$ cat config.mk
export PLATFORM = sky130hd
export DESIGN_NAME = fixed_point_sqrt
export DESIGN_NICKNAME = d
export VERILOG_FILES = /design/src/rtl/fixed_point_sqrt.sv
export SDC_FILE = /design/constraint.sdc
export NUM_CORES = 1
export LEC_CHECK = 0
export CORE_MARGIN = 5
export CORE_UTILIZATION = 40
export CTS_BUF_LIST = sky130_fd_sc_hd__clkbuf_4 sky130_fd_sc_hd__clkbuf_8
export DETAILED_ROUTE_END_ITERATION = 7
export GPL_TIMING_DRIVEN = 0
export PLACE_DENSITY = 0.7
export SYNTH_ARGS = -nofsm -noshare
export SYNTH_HDL_FRONTEND = slang
export SYNTH_SLANG_ARGS = --single-unit
export TNS_END_PERCENT = 30
$ cat constraint.sdc
create_clock -name clk -period 8.77 [get_ports clk]
set_input_delay 1.754 -clock clk [delete_from_list [all_inputs] [get_ports clk]]
set_output_delay 1.754 -clock clk [all_outputs]
set_load 0.01 [all_outputs]
$ cat src/rtl/fixed_point_sqrt.sv
// rtl/fixed_point_sqrt.sv - multi-cycle restoring square root of a signed fixed-point operand
// Two radicand bits per cycle; negative operands short-circuit to DONE with invalid set.
module fixed_point_sqrt #(
    parameter int WIDTH = 32,
    parameter int FBITS = 10
) (
    input  logic             clk,
    input  logic             reset,
    input  logic             start,
    input  logic [WIDTH-1:0] radicand,
    output logic [WIDTH-1:0] root,
    output logic             ready,
    output logic             busy,
    output logic             invalid
);

    localparam int E_W   = WIDTH + FBITS;
    localparam int ITER  = E_W / 2;
    localparam int CNT_W = $clog2(ITER + 1);

    typedef enum logic [1:0] {
        IDLE = 2'd0,
        CALC = 2'd1,
        DONE = 2'd2
    } state_t;

    state_t             state_q, state_d;
    logic [E_W-1:0]     e_q, e_d;
    logic [ITER+1:0]    rem_q, rem_d;
    logic [ITER-1:0]    q_q, q_d;
    logic [CNT_W-1:0]   cnt_q, cnt_d;
    logic [WIDTH-1:0]   root_q, root_d;
    logic               ready_q, ready_d;
    logic               invalid_q, invalid_d;

    logic               accept;
    logic [ITER+1:0]    trial;
    logic [ITER+1:0]    test_val;
    logic               take;
    logic [ITER-1:0]    q_next;

    assign accept   = start && ((state_q == IDLE) || (state_q == DONE));
    // The remainder never exceeds ITER significant bits before the shift, so its top bits can drop.
    assign trial    = {rem_q[ITER-1:0], e_q[E_W-1 -: 2]};
    assign test_val = {q_q, 2'b01};
    assign take     = (trial >= test_val);
    assign q_next   = {q_q[ITER-2:0], take};

    always_comb begin
        state_d   = state_q;
        e_d       = e_q;
        rem_d     = rem_q;
        q_d       = q_q;
        cnt_d     = cnt_q;
        root_d    = root_q;
        ready_d   = ready_q;
        invalid_d = invalid_q;

        case (state_q)
            CALC: begin
                e_d   = e_q << 2;
                rem_d = take ? (trial - test_val) : trial;
                q_d   = q_next;
                cnt_d = cnt_q + CNT_W'(1);
                if (cnt_q == CNT_W'(ITER - 1)) begin
                    state_d = DONE;
                    root_d  = WIDTH'(q_next);
                end
            end
            DONE: begin
                ready_d = 1'b1;
            end
            default: begin
            end
        endcase

        if (accept) begin
            e_d       = {radicand, {FBITS{1'b0}}};
            rem_d     = '0;
            q_d       = '0;
            cnt_d     = '0;
            root_d    = '0;
            ready_d   = 1'b0;
            invalid_d = radicand[WIDTH-1];
            state_d   = radicand[WIDTH-1] ? DONE : CALC;
        end
    end

    always_ff @(posedge clk or posedge reset) begin
        if (reset) begin
            state_q   <= IDLE;
            e_q       <= '0;
            rem_q     <= '0;
            q_q       <= '0;
            cnt_q     <= '0;
            root_q    <= '0;
            ready_q   <= 1'b0;
            invalid_q <= 1'b0;
        end else begin
            state_q   <= state_d;
            e_q       <= e_d;
            rem_q     <= rem_d;
            q_q       <= q_d;
            cnt_q     <= cnt_d;
            root_q    <= root_d;
            ready_q   <= ready_d;
            invalid_q <= invalid_d;
        end
    end

    assign root    = root_q;
    assign ready   = ready_q;
    assign busy    = (state_q == CALC);
    assign invalid = invalid_q;

endmodule

# Yosys cells after proc, flatten, opt, wreduce, memory -nomap -nowiden
# Index checks and enable logic that the tools add are counted.
# op_classes
magnitude_cmp	1
n_reduce_logical	7
n_addsub	2
mux	18
n_eq_ne	3
# op_table
op	n
two-way mux 21 bit	5
two-way mux 32 bit	3
two-way mux 42 bit	2
>= comparator 23 bit	1
subtractor 21 bit	1
two-way mux 5 bit	2
two-way mux 2 bit	4
nonzero test 2 bit	3
adder 5 x 1 -> 5 bit (second input constant)	1
equality test 5 bit (second input constant)	1
equality test 2 x 1 -> 1 bit (second input constant)	1
equality test 2 bit (second input constant)	1
logical NOT 2 bit	1
two-way mux 1 bit	2
AND reduction 2 bit	1
logical AND 1 bit	1
logical OR 1 bit	1
# totals
in_bits	35
output_inout_bits	35
register_bits	125
word_cells	39

# Depth between registers and ports, before layout
# depth
word_depth	5
depth_mapped	12
ltp_nobuf	10

# Worst setup path before layout
# No wires, ideal clock.
# synth_path
kind	in2reg
startpoint	input start
endpoint	register e_q[14]
setup_slack_ns	5.907
setup_ns	0.066
arrival_time_ns	2.797
stages	6
t_required_ns	8.704
n_path_buf	2
path_cell_list	nor2b_1 -> nor2_1 -> clkbuf_1 -> buf_1 -> nand2_1 -> nand2_1
# synth_via
elab_chain_cells	2
elab_cells_between_ends	3
classes_between	mux (1); reduce/logical (2)
# synth_rtl
item	line_no	text
from (decl)	9	input logic start,
logical AND 1 bit *	42	assign accept = start && ((state_q == IDLE) || (state_q == DONE));
two-way mux 42 bit or nonzero test 2 bit (tied branches)	-	
to (signal assigned)	92	e_q <= '0;
to (signal assigned)	101	e_q <= e_d;
to (decl)	28	logic [E_W-1:0] e_q, e_d;
# Every way passes the cells marked *; elsewhere a longest branch is shown, timed or not.
# A chain may end at the register's enable or synchronous reset.

# Worst setup path in the final report
# layout_path
startpoint	register state_q[1]
endpoint	output busy
# layout_via
elab_chain_cells	1
# layout_rtl
item	line_no	text
from (decl)	27	state_t state_q, state_d;
from (signal assigned)	100	state_q <= state_d;
equality test 2 x 1 -> 1 bit	113	assign busy = (state_q == CALC);
to (decl)	13	output logic busy,
# No other way between the ends.

==> reports/results.txt <==
DR pass1 iterations -> 6
CP Max Fanout -> 10
Largest vdd supply drop -> 0.0000602 V
Initial core utilization -> 40.8%
Post-synthesis mux area share -> 0.371%
Peak Freq -> 0.248 GHz
Detail Route Antenna Nets -> 0
Placed Instances -> 848
Die Area -> 0.0159 mm^2
CTS Hold Bufs -> 0
Post-Synth Adder-Cell Area -> 5.79%
RSZ-0062 raised after global routing -> false
Max_slew headroom -> 56.0%
Final GP Congestion -> 0.929
Distinct cells, synth -> 54
Die Height -> 126 um
Area of the mapped netlist -> 0.00540 mm^2
Crit path launch type -> register
WL final -> 13.3 mm
Final period util -> 46.0%
Layout cell share with drive strength beyond 1 -> 6.40%
#FFs+latches synth -> 104
Clock Tree Root -> clkbuf_8
Fin Setup TNS -> 0 ps
Post-synthesis compound-gate area fraction -> 20.2%
Clock Skews -> 13.7 ps
Outcome -> complete, no violations
Longest Clk Path Bufs -> 2
WL per Instance -> 15.3 um
TritonCTS Sinks -> 104
Final Instance Area -> 0.00649 mm^2
Slew Viols, Final -> 0
Nets -> 743
CP Class -> reg -> out
Slew @ Worst Pin -> 660 ps
All-Layer GR Usage -> 17.1%
Worst EP arrival -> 2280 ps
DP Worst Slack -> 4880 ps
Clock transition at path regs -> 100 ps
Post-CTS Setup Bufs -> 0
Area growth syn-to-layout -> 20.2%
Total global routing overflow -> 0
Crit path cell chain -> nand2b_1 -> inv_2 -> clkbuf_1 -> clkdlybuf4s50_1
CTS Buf Count -> 9
Pwr dens -> 140 mW/mm^2
Ys Warns -> 0
Rows -> 42
Vias -> 4575
Critical Path RT -> 7020 ps
Simple-gate share of the synthesized area -> 16.2%
Min-Delay Path Class -> reg -> reg
Non-filler cells, final -> 864
Top cell type's share of synthesized area -> 48.2%
Placed Area -> 0.00627 mm^2
P_leak -> 3.16 nW
Ports -> 70
Max-cap violations -> 0
Critical Path Sink Type -> output port
Final Power -> 0.000909 W
CP delay by family, top -> buffers and inverters
Core region area -> 0.0132 mm^2
Drt drc -> 0
Syn avg cell area -> 8.95 um^2
Setup ws final -> 4740 ps
Reg-to-reg slack, setup -> 6050 ps
Initial antenna violation count -> 0
Ant. Diodes -> 0
Slowest CP cell -> clkdlybuf4s50_1
First-pass GRT wire length -> 22.3 mm
XOR/XNOR share of the synthesized area -> 2.76%
EDFF count, synth -> 0
Final setup vio count -> 0
Top FF cell, synth -> dfrtp_1
H-Tree Depth -> 3
Post-CTS sizing -> 0
Largest family of logic cells by synthesized area -> compound AO/OA/AOI/OAI gates
Synth async-reset ratio -> 100%
Number of global-route vias before repair -> 4469
Initial drt markers -> 327
Later-pin clock latency in the skew report -> 390 ps
Largest net degree at the start of global routing -> 73
DPL Wire Length -> 9.70 mm
Register area share after synthesis -> 48.2%
Mapped Cells -> 603
Largest cells by area after synthesis -> dfrtp_1 48%, nand2_1 10%, ha_1 5.8%, a21oi_1 4.2%, o21ai_0 3.6%
Crit path buf inv count -> 3
Max incr delay on CP -> 630 ps
Min Tclk post-route -> 4030 ps
Port bufs -> 58
Average via count per standard cell -> 5.30
Cell accounting for the most synthesized area -> dfrtp_1
TritonCTS clock tree -> done
Die Span X -> 126 um
Final Hold Viols -> 0
==> synthesized netlist by cell type (2+ instances only) <==
| master | number |
|---|---|
| nand2b_1 | 6 |
| nor2_1 | 23 |
| o21bai_1 | 2 |
| nand3_1 | 9 |
| ha_1 | 25 |
| and3_1 | 3 |
| buf_1 | 4 |
| buf_6 | 4 |
| a21oi_1 | 45 |
| o21ai_2 | 2 |
| nand2_1 | 146 |
| a211oi_1 | 2 |
| a21o_1 | 4 |
| xor2_1 | 5 |
| a32oi_1 | 5 |
| mux2i_1 | 2 |
| o21ai_0 | 39 |
| nor2b_1 | 3 |
| dfrtp_1 | 104 |
| o21a_1 | 3 |
| a22o_1 | 3 |
| buf_4 | 11 |
| inv_1 | 31 |
| o31ai_1 | 2 |
| nor3_1 | 5 |
| a22oi_1 | 25 |
| o21ai_1 | 19 |
| a31oi_1 | 8 |
| clkbuf_1 | 22 |
| and2_1 | 2 |
| nand4_1 | 5 |
| xnor2_1 | 12 |
==> flip-flops by register name, summed over array words and instances (netlist names) <==
name     flops
cnt_q        5
e_q         32
invalid      1
q_q         21
ready        1
rem_q       21
root        21
state_q      2
==> where the power goes <==
group | switching (W) | total, W | internal (W)
logic | 0.0000368 | 0.0000776 | 0.0000408
clock network | 0.000175 | 0.000335 | 0.000161
registers | 0.00000610 | 0.000496 | 0.000490
==> placed cells by master, fill, tap and decap left out, types with 2 or more instances in the layout <==
| master | count |
|---|---|
| and3_1 | 3 |
| nand2b_1 | 6 |
| nand2_1 | 146 |
| and2_1 | 2 |
| nor3_1 | 5 |
| nand4_1 | 5 |
| inv_1 | 30 |
| a22o_1 | 3 |
| o21a_1 | 3 |
| nor2b_1 | 3 |
| a31oi_1 | 8 |
| clkdlybuf4s50_1 | 58 |
| xnor2_1 | 12 |
| a21o_1 | 4 |
| o31ai_1 | 2 |
| buf_1 | 4 |
| clkinvlp_4 | 3 |
| nand3_1 | 9 |
| nor2_1 | 23 |
| ha_1 | 25 |
| bufinv_16 | 2 |
| a21oi_1 | 45 |
| o21ai_2 | 2 |
| a32oi_1 | 5 |
| o21ai_0 | 39 |
| conb_1 | 11 |
| a211oi_1 | 2 |
| clkbuf_8 | 9 |
| buf_6 | 4 |
| o21bai_1 | 2 |
| dfrtp_1 | 104 |
| buf_4 | 11 |
| mux2i_1 | 2 |
| xor2_1 | 5 |
| a22oi_1 | 25 |
| o21ai_1 | 19 |
| clkbuf_1 | 22 |
==> worst register-to-register path: cells and delay by family (launching register included) <==
| kind | cells | cell delay (ps) |
|---|---|---|
| compound gates | 4 | 730 |
| flops | 1 | 440 |
| simple gates | 2 | 480 |
| fa+ha+maj | 1 | 380 |
| mux | 1 | 220 |
| buf+inv | 2 | 350 |
==> cells by family after synthesis <==
group / count (synthesis)
and+or+nand+nor: 208
AOI/OAI and AO/OA: 173
DFF: 104
buffers and inverters: 73
adders and majority gates: 25
xor gates and xnor gates: 17
muxes: 2
other: 1
==> per-layer routing <==
| metal | share of wire [%] | GRT usage (%) |
|---|---|---|
| met5 | 0 | 0 |
| met2 | 50 | 28.3 |
| met1 | 45 | 22.6 |
| met3 | 3.8 | 3.13 |
| met4 | 1.9 | 5.87 |
==> metrics by stage <==
step | util (%) | hold slack, ps
2_1_floorplan | - | 446
3_3_place_gp | 47.1 | 459
3_5_place_dp | 47.3 | 464
4_1_cts | 49.0 | 491
5_1_grt | 49.0 | 505
6_report | 49.0 | 484
==> layout make-up <==
class / instances / area, um^2
plain buffers: 41 / 225
clock buffers: 9 / 124
multi-input cells: 436 / 2490
well taps: 176 / 220
fillers: 1256 / 6760
inverters: 32 / 123
flip-flops and latches: 104 / 2600
clock inverters: 7 / 96.3
repair buffers: 59 / 608
==> final timing paths <==
| kind | from | endpoint | cells after the start |
|---|---|---|---|
| worst max register to register | rem_q[7] | rem_q[17] | 10 |
| worst min-delay path | e_q[24] | e_q[24] | 2 |
| worst max-delay path | state_q[1] | busy | 4 |
| worst min register to register | e_q[24] | e_q[24] | 2 |
| max in group asynchronous | reset | q_q[5] | 3 |
| min in group asynchronous | reset | e_q[28] | 2 |
No activity file was read; power rests on OpenSTA's default activity.
